`config.mk`:
```
export PLATFORM = sky130hd
export DESIGN_NAME = mc_datapath
export DESIGN_NICKNAME = d
export VERILOG_FILES = /design/src/rtl/mc_datapath.sv
export SDC_FILE = /design/constraint.sdc
export NUM_CORES = 2
export LEC_CHECK = 0
export CORE_MARGIN = 2
export CORE_UTILIZATION = 55
export DETAILED_ROUTE_END_ITERATION = 10
export DONT_BUFFER_PORTS = 1
export PLACE_DENSITY = 0.67
export SLEW_MARGIN = 25
export SYNTH_ARGS = -nofsm -noshare
export SYNTH_HDL_FRONTEND = slang
export SYNTH_SLANG_ARGS = --single-unit
```
`constraint.sdc`:
```
create_clock -name clk -period 4.2 [get_ports clk]
set_input_delay 0.42 -clock clk [delete_from_list [all_inputs] [get_ports clk]]
set_output_delay 0.42 -clock clk [all_outputs]
set_load 0.02 [all_outputs]
```
`src/rtl/mc_datapath.sv`:
```
// mc_datapath: multicycle MIPS-subset datapath (add, sub, and, or, slt, lw,
// sw, beq, addi, j) with an internal control FSM, register file and a single
// shared instruction/data memory port using a req/ready handshake.
//
// Ports:
//   clk        rising-edge clock
//   reset      synchronous, active-low reset
//   mem_req    memory access request (FETCH, MEMRD, MEMWR)
//   mem_we     1 = write, 0 = read; valid while mem_req=1
//   mem_addr   byte address (pc in FETCH, ALUOut otherwise)
//   mem_wdata  store data (B register)
//   mem_rdata  read data, valid when mem_ready=1
//   mem_ready  access completes on the edge where mem_req & mem_ready
//   pc         current program counter
//   state      FSM state encoding, for debug
//   retire     one-cycle pulse in the final state of each instruction
//   trap       invalid-instruction flag
//
// Build option: define MC_INVALID_TRAP_EN to park the FSM in TRAP on an
// invalid opcode/funct; otherwise invalid instructions retire as NOPs.
module mc_datapath #(
  parameter logic [31:0] RESET_PC = 32'h0000_0000,
  parameter int unsigned NUM_REGS = 32
) (
  input  logic        clk,
  input  logic        reset,
  output logic        mem_req,
  output logic        mem_we,
  output logic [31:0] mem_addr,
  output logic [31:0] mem_wdata,
  input  logic [31:0] mem_rdata,
  input  logic        mem_ready,
  output logic [31:0] pc,
  output logic [3:0]  state,
  output logic        retire,
  output logic        trap
);

  localparam int unsigned RW = $clog2(NUM_REGS);

  localparam logic [3:0] S_FETCH  = 4'd0,  S_DECODE = 4'd1,  S_MEMADR = 4'd2;
  localparam logic [3:0] S_MEMRD  = 4'd3,  S_MEMWB  = 4'd4,  S_MEMWR  = 4'd5;
  localparam logic [3:0] S_RTEX   = 4'd6,  S_RTWB   = 4'd7,  S_ADDIEX = 4'd8;
  localparam logic [3:0] S_ADDIWB = 4'd9,  S_BRANCH = 4'd10, S_JUMP   = 4'd11;
  localparam logic [3:0] S_TRAP   = 4'd12;

  localparam logic [5:0] OP_RTYPE = 6'b000000, OP_LW  = 6'b100011;
  localparam logic [5:0] OP_SW    = 6'b101011, OP_BEQ = 6'b000100;
  localparam logic [5:0] OP_ADDI  = 6'b001000, OP_J   = 6'b000010;

  localparam logic [5:0] FN_ADD = 6'b100000, FN_SUB = 6'b100010;
  localparam logic [5:0] FN_AND = 6'b100100, FN_OR  = 6'b100101;
  localparam logic [5:0] FN_SLT = 6'b101010;

`ifdef MC_INVALID_TRAP_EN
  localparam logic NOP_ON_INVALID = 1'b0;
`else
  localparam logic NOP_ON_INVALID = 1'b1;
`endif
  localparam logic [3:0] S_ON_INVALID = NOP_ON_INVALID ? S_FETCH : S_TRAP;

  logic [3:0]    r_state, w_next_state;
  logic [31:0]   r_pc, r_ir, r_a, r_b, r_alu_out, r_mdr;
  logic          r_active;
  logic [31:0]   r_regs [NUM_REGS];

  logic [5:0]    w_opcode, w_funct;
  logic [RW-1:0] w_rs, w_rt, w_rd, w_rf_waddr;
  logic [31:0]   w_imm_sext, w_rs_val, w_rt_val, w_alu_result, w_rf_wdata;
  logic          w_op_valid, w_funct_valid, w_mem_fire, w_rf_we;

  assign w_opcode   = r_ir[31:26];
  assign w_funct    = r_ir[5:0];
  assign w_rs       = r_ir[21 +: RW];
  assign w_rt       = r_ir[16 +: RW];
  assign w_rd       = r_ir[11 +: RW];
  assign w_imm_sext = {{16{r_ir[15]}}, r_ir[15:0]};

  assign w_rs_val = (w_rs == '0) ? '0 : r_regs[w_rs];
  assign w_rt_val = (w_rt == '0) ? '0 : r_regs[w_rt];

  // r_active is low for the first cycle after any reset edge, so a
  // transaction in flight at reset is dropped and mem_req reads 0 then.
  assign mem_req    = r_active && (r_state == S_FETCH || r_state == S_MEMRD ||
                                   r_state == S_MEMWR);
  assign mem_we     = r_active && (r_state == S_MEMWR);
  assign mem_addr   = (r_state == S_FETCH) ? r_pc : r_alu_out;
  assign mem_wdata  = r_b;
  assign w_mem_fire = mem_req && mem_ready;

  assign pc    = r_pc;
  assign state = r_state;
  assign trap  = !NOP_ON_INVALID && (r_state == S_TRAP);

  always_comb begin
    w_op_valid = 1'b0;
    case (w_opcode)
      OP_RTYPE, OP_LW, OP_SW, OP_BEQ, OP_ADDI, OP_J: w_op_valid = 1'b1;
      default: ;
    endcase
  end

  always_comb begin
    w_alu_result  = '0;
    w_funct_valid = 1'b1;
    case (w_funct)
      FN_ADD:  w_alu_result = r_a + r_b;
      FN_SUB:  w_alu_result = r_a - r_b;
      FN_AND:  w_alu_result = r_a & r_b;
      FN_OR:   w_alu_result = r_a | r_b;
      FN_SLT:  w_alu_result = {31'b0, ($signed(r_a) < $signed(r_b))};
      default: w_funct_valid = 1'b0;
    endcase
  end

  always_comb begin
    w_next_state = r_state;
    case (r_state)
      S_FETCH:  if (w_mem_fire) w_next_state = S_DECODE;
      S_DECODE: begin
        case (w_opcode)
          OP_RTYPE:     w_next_state = S_RTEX;
          OP_LW, OP_SW: w_next_state = S_MEMADR;
          OP_BEQ:       w_next_state = S_BRANCH;
          OP_ADDI:      w_next_state = S_ADDIEX;
          OP_J:         w_next_state = S_JUMP;
          default:      w_next_state = S_ON_INVALID;
        endcase
      end
      S_MEMADR: w_next_state = (w_opcode == OP_LW) ? S_MEMRD : S_MEMWR;
      S_MEMRD:  if (w_mem_fire) w_next_state = S_MEMWB;
      S_MEMWR:  if (w_mem_fire) w_next_state = S_FETCH;
      S_RTEX:   w_next_state = w_funct_valid ? S_RTWB : S_ON_INVALID;
      S_ADDIEX: w_next_state = S_ADDIWB;
      S_MEMWB, S_RTWB, S_ADDIWB, S_BRANCH, S_JUMP: w_next_state = S_FETCH;
      S_TRAP:   w_next_state = S_TRAP;
      default:  w_next_state = S_FETCH;
    endcase
  end

  // In NOP mode an invalid instruction retires in the state that detects it.
  always_comb begin
    retire = 1'b0;
    case (r_state)
      S_MEMWB, S_RTWB, S_ADDIWB, S_BRANCH, S_JUMP: retire = 1'b1;
      S_MEMWR:  retire = w_mem_fire;
      S_DECODE: retire = NOP_ON_INVALID && !w_op_valid;
      S_RTEX:   retire = NOP_ON_INVALID && !w_funct_valid;
      default:  retire = 1'b0;
    endcase
  end

  always_ff @(posedge clk) begin
    if (!reset) begin
      r_state   <= S_FETCH;
      r_active  <= 1'b0;
      r_pc      <= RESET_PC;
      r_ir      <= '0;
      r_a       <= '0;
      r_b       <= '0;
      r_alu_out <= '0;
      r_mdr     <= '0;
    end else begin
      r_state  <= w_next_state;
      r_active <= 1'b1;
      case (r_state)
        S_FETCH: begin
          if (w_mem_fire) begin
            r_ir <= mem_rdata;
            r_pc <= r_pc + 32'd4;
          end
        end
        S_DECODE: begin
          r_a       <= w_rs_val;
          r_b       <= w_rt_val;
          r_alu_out <= r_pc + {w_imm_sext[29:0], 2'b00};
        end
        S_MEMADR, S_ADDIEX: r_alu_out <= r_a + w_imm_sext;
        S_MEMRD:  if (w_mem_fire) r_mdr <= mem_rdata;
        S_RTEX:   r_alu_out <= w_alu_result;
        S_BRANCH: if (r_a == r_b) r_pc <= r_alu_out;
        S_JUMP:   r_pc <= {r_pc[31:28], r_ir[25:0], 2'b00};
        default: ;
      endcase
    end
  end

  always_comb begin
    w_rf_we    = 1'b0;
    w_rf_waddr = w_rt;
    w_rf_wdata = r_alu_out;
    case (r_state)
      S_MEMWB: begin
        w_rf_we    = 1'b1;
        w_rf_wdata = r_mdr;
      end
      S_RTWB: begin
        w_rf_we    = 1'b1;
        w_rf_waddr = w_rd;
      end
      S_ADDIWB: w_rf_we = 1'b1;
      default: ;
    endcase
  end

  // Register file contents survive reset; register 0 is never written.
  always_ff @(posedge clk) begin
    if (reset && w_rf_we && (w_rf_waddr != '0)) begin
      r_regs[w_rf_waddr] <= w_rf_wdata;
    end
  end

endmodule

```
==> results.md <==
* Status: finished, final reports clean
* I/O Pins at 139
* Top delay family on crit path: simple AND/OR/NAND/NOR gates
* Vias in the first global route at approximately 42000
* Multi-input logic area at 28100 um^2
* Pwr/cell area at about 530 nW/um^2
* # setup viols final at 0
* Fmax achieved at about 0.24 GHz
* Hold Path Depth at 2
* Final Hold Vio Count at 0
* Row count at roughly 130
* Nature of the critical path endpoint: flip-flop
* Die Ht at roughly 350 um
* Worst slew pin tran at about 1.1 ns
* Setup crit start kind: flip-flop
* CP Depth at 11
* Clk_skew at about 0.038 ns
* Width of the die at 345 um
* Fin nets at about 4600
* Initial Util at between 50 and 60%
* Clock H-tree levels at 4
* Sequential-to-total area share from yosys stat at between 50% and 60%
* RSZ-0062 raised after global routing: false
* Max cap viols at 0
* Grt total ovfl at 0
* Largest net degree at the start of global routing at around 190
* R2r worst-path depth at 11
* Total negative setup slack at 0 ns
* First-pass DRT Iterations at 6
* Average size of a mapped cell at about 15 um^2
* Core footprint at between 100000 and 150000 um^2
* Drt drc at 0
* CP peak stage delay at 0.65 ns
* Via count at around 43000
* CP arrival at 4.74 ns
* Slew HR at around 28%
* Total Wirelength at 214 mm
* Total power at between 0.03 and 0.04 W
* Gr usage total at between 30 and 40%
* Drt wl/cell at between 30 and 40 um
* Initial antenna violation count at 12
* Num CTS Buffers at 136
* Clock Tree Root: clkbuf_16
* R2r endpoint: pc[27]
* P_leak at 23.1 nW
* GP Congestion at 1.02
* Share of cells above drive strength 1 at 26.8%
* CTS max path bufs at 3
* Final Cycle Share at between 90% and 100%
* Register Area at approximately 35000 um^2
* Fill cells at roughly 8400
* Post-DRT Antenna Nets at 0
* CP Buf/Inv Count at 2
* Flop2flop setup slack at 0.11 ns
* Initial DRC count at 5809
* Worst-skew pair later-pin latency at ~0.77 ns
* Hold/Removal Path Class: in -> reg
* Setup CP Type: reg -> reg
* CP required at between 4 and 5 ns
* Hold Path Origin: reset
* Synth Warn # at 0
* Min cycle time layout at 4.09 ns
* Worst path cell trace: inv_1 > ha_1 > nor4_1 > nand3_1 > o21ai_0 > and2_1 > nand2b_1 > buf_4 > o21ai_0 > a22oi_1 > nor2b_1
* Peak VDD IR at 399 uV
* CTS sink cnt at 1231
* Ys async rst share at 0%
* Number of vias per cell at 7.10
* Post-Syn Instances at between 4000 and 5000
* Most frequent CP cell: o21ai_0
* CTS tree: done
* EDFF count, synth at slightly above 1000
* Crit path max fanout at 20
* DPL Wire Length at 138 mm
* Seq cells post-synth at 1231
* CP max stage cell: dfxtp_1
* Area grow syn2layout at 13.0%
* Main synth FF type: edfxtp_1
* CP endpoint: pc[27]
* Clock transition at the registers of the reported paths at 0.06 ns
* Port-buffer cells at 0
* CTS resizes at 0
* First-pass GRT wire length at a little over 300 mm
* Netlist Area Pre-Place at approximately 64000 um^2
* Crit path from: mem_wdata[28]
* R2R Path Start: mem_wdata[28]
* Post-synthesis cell type count at 86
* Die ar. at approximately 120000 um^2
* Slew Limit Fails at 0
-- kinds of logic (layout without fill, tap and decap cells) --
logic type | count (synthesis) | in the layout | synth area share (%)
buffers and inverters | 412 | 611 | 2.45
and+or+nand+nor | 753 | 753 | 5.54
DFF | 1231 | 1231 | 54.4
other | 1 | 37 | 0.00585
AOI/OAI and AO/OA | 829 | 829 | 8.62
adders and majority gates | 166 | 166 | 3.29
muxes | 774 | 774 | 24.7
xor gates and xnor gates | 69 | 69 | 0.943
-- per-layer routing --
metal  global-route usage (%)  vias to the layer above  share of wire, %
li1                         -                    17400                 -
met1                     48.2                    22000                37
met2                     56.5                     2501                47
met3                     8.07                      556                10
met4                     16.4                       10               5.1
met5                        0                        -             0.035
-- final cells by class --
class	instances	area share [%]
flip-flops and latches	1231	48.2
multi-input cells	2624	38.7
clock buffers	168	5.03
repair buffers	248	3.71
well taps	1524	2.63
clock inverters	77	1.03
inverters	118	0.611
diodes	4	0.0138
-- cell usage in the layout, fill, tap and decap left out, types with 138 or more instances in the layout --
cell,n
nor2_1,143
a21oi_1,170
o21ai_0,175
buf_4,156
mux4_2,640
dfxtp_1,196
nand2_1,272
edfxtp_1,1024
clkbuf_16,138
ha_1,162
-- worst min-delay path by stage --
stage                     slack, ns            end
after floorplan                0.44      r_mdr[28]
final                          0.05  r_alu_out[16]
after CTS                     0.007  r_alu_out[26]
after global routing           0.03  r_alu_out[16]
after detailed placement       0.45       r_mdr[3]
after global placement         0.44       r_mdr[1]
-- synth_stat cells (20+ instances only) --
master / instances / share of area, %
edfxtp_1: 1024 / 48
mux4_2: 640 / 22
nand2_1: 272 / 1.6
clkbuf_1: 219 / 1.3
dfxtp_1: 207 / 6.5
nor2_1: 178 / 1.0
o21ai_0: 175 / 1.4
a21oi_1: 170 / 1.3
ha_1: 162 / 3.2
inv_1: 118 / 0.69
and2_1: 79 / 0.77
o22ai_1: 74 / 0.72
a21boi_0: 70 / 0.82
mux2i_1: 70 / 1.1
mux2_2: 64 / 1.1
buf_1: 63 / 0.37
xnor2_1: 45 / 0.61
nand3_1: 39 / 0.30
nor3_1: 39 / 0.30
a31oi_1: 31 / 0.30
nand2b_1: 27 / 0.26
a21o_1: 26 / 0.30
a22oi_1: 26 / 0.30
nor2b_1: 26 / 0.25
o21bai_1: 24 / 0.28
xor2_1: 24 / 0.33
o221ai_1: 22 / 0.30
a211oi_1: 21 / 0.25
a221oi_1: 20 / 0.27
o211ai_1: 20 / 0.23
-- flip-flops by register name, summed over array words and instances (netlist names), named ones only --
signal,count
mem_wdata,32
pc,32
r_a,32
r_active,1
r_alu_out,32
r_ir,32
r_mdr,32
r_regs,1024
state,4
-- where the power goes --
| group | switching [W] | internal, W | total [W] |
|---|---|---|---|
| clock network | 0.00507 | 0.00682 | 0.0119 |
| logic | 0.00696 | 0.00406 | 0.0110 |
| registers | 0.000857 | 0.0148 | 0.0157 |
-- through the flow --
stage               util (%)  cell area, um^2  instances  hold WS, ns  worst slack, ns
floorplan                  -            64200       4267        0.437            0.521
CTS                     62.5            72400       5990      0.00720            0.215
finish                  62.5            72400       5994       0.0501            0.108
detailed placement      58.4            67700       5711        0.454            0.215
global placement        58.4            67700       5711        0.444            0.328
global route            62.5            72400       5993       0.0284           0.0523
-- timing repair --
| action | in CTS | in global routing |
|---|---|---|
| hold buffers | 34 | 0 |
| setup endpoints to repair | 0 | 0 |
| buffers inserted | 0 | 0 |
| hold endpoints to repair | 199 | 0 |
(Power assumes the default switching activity.)
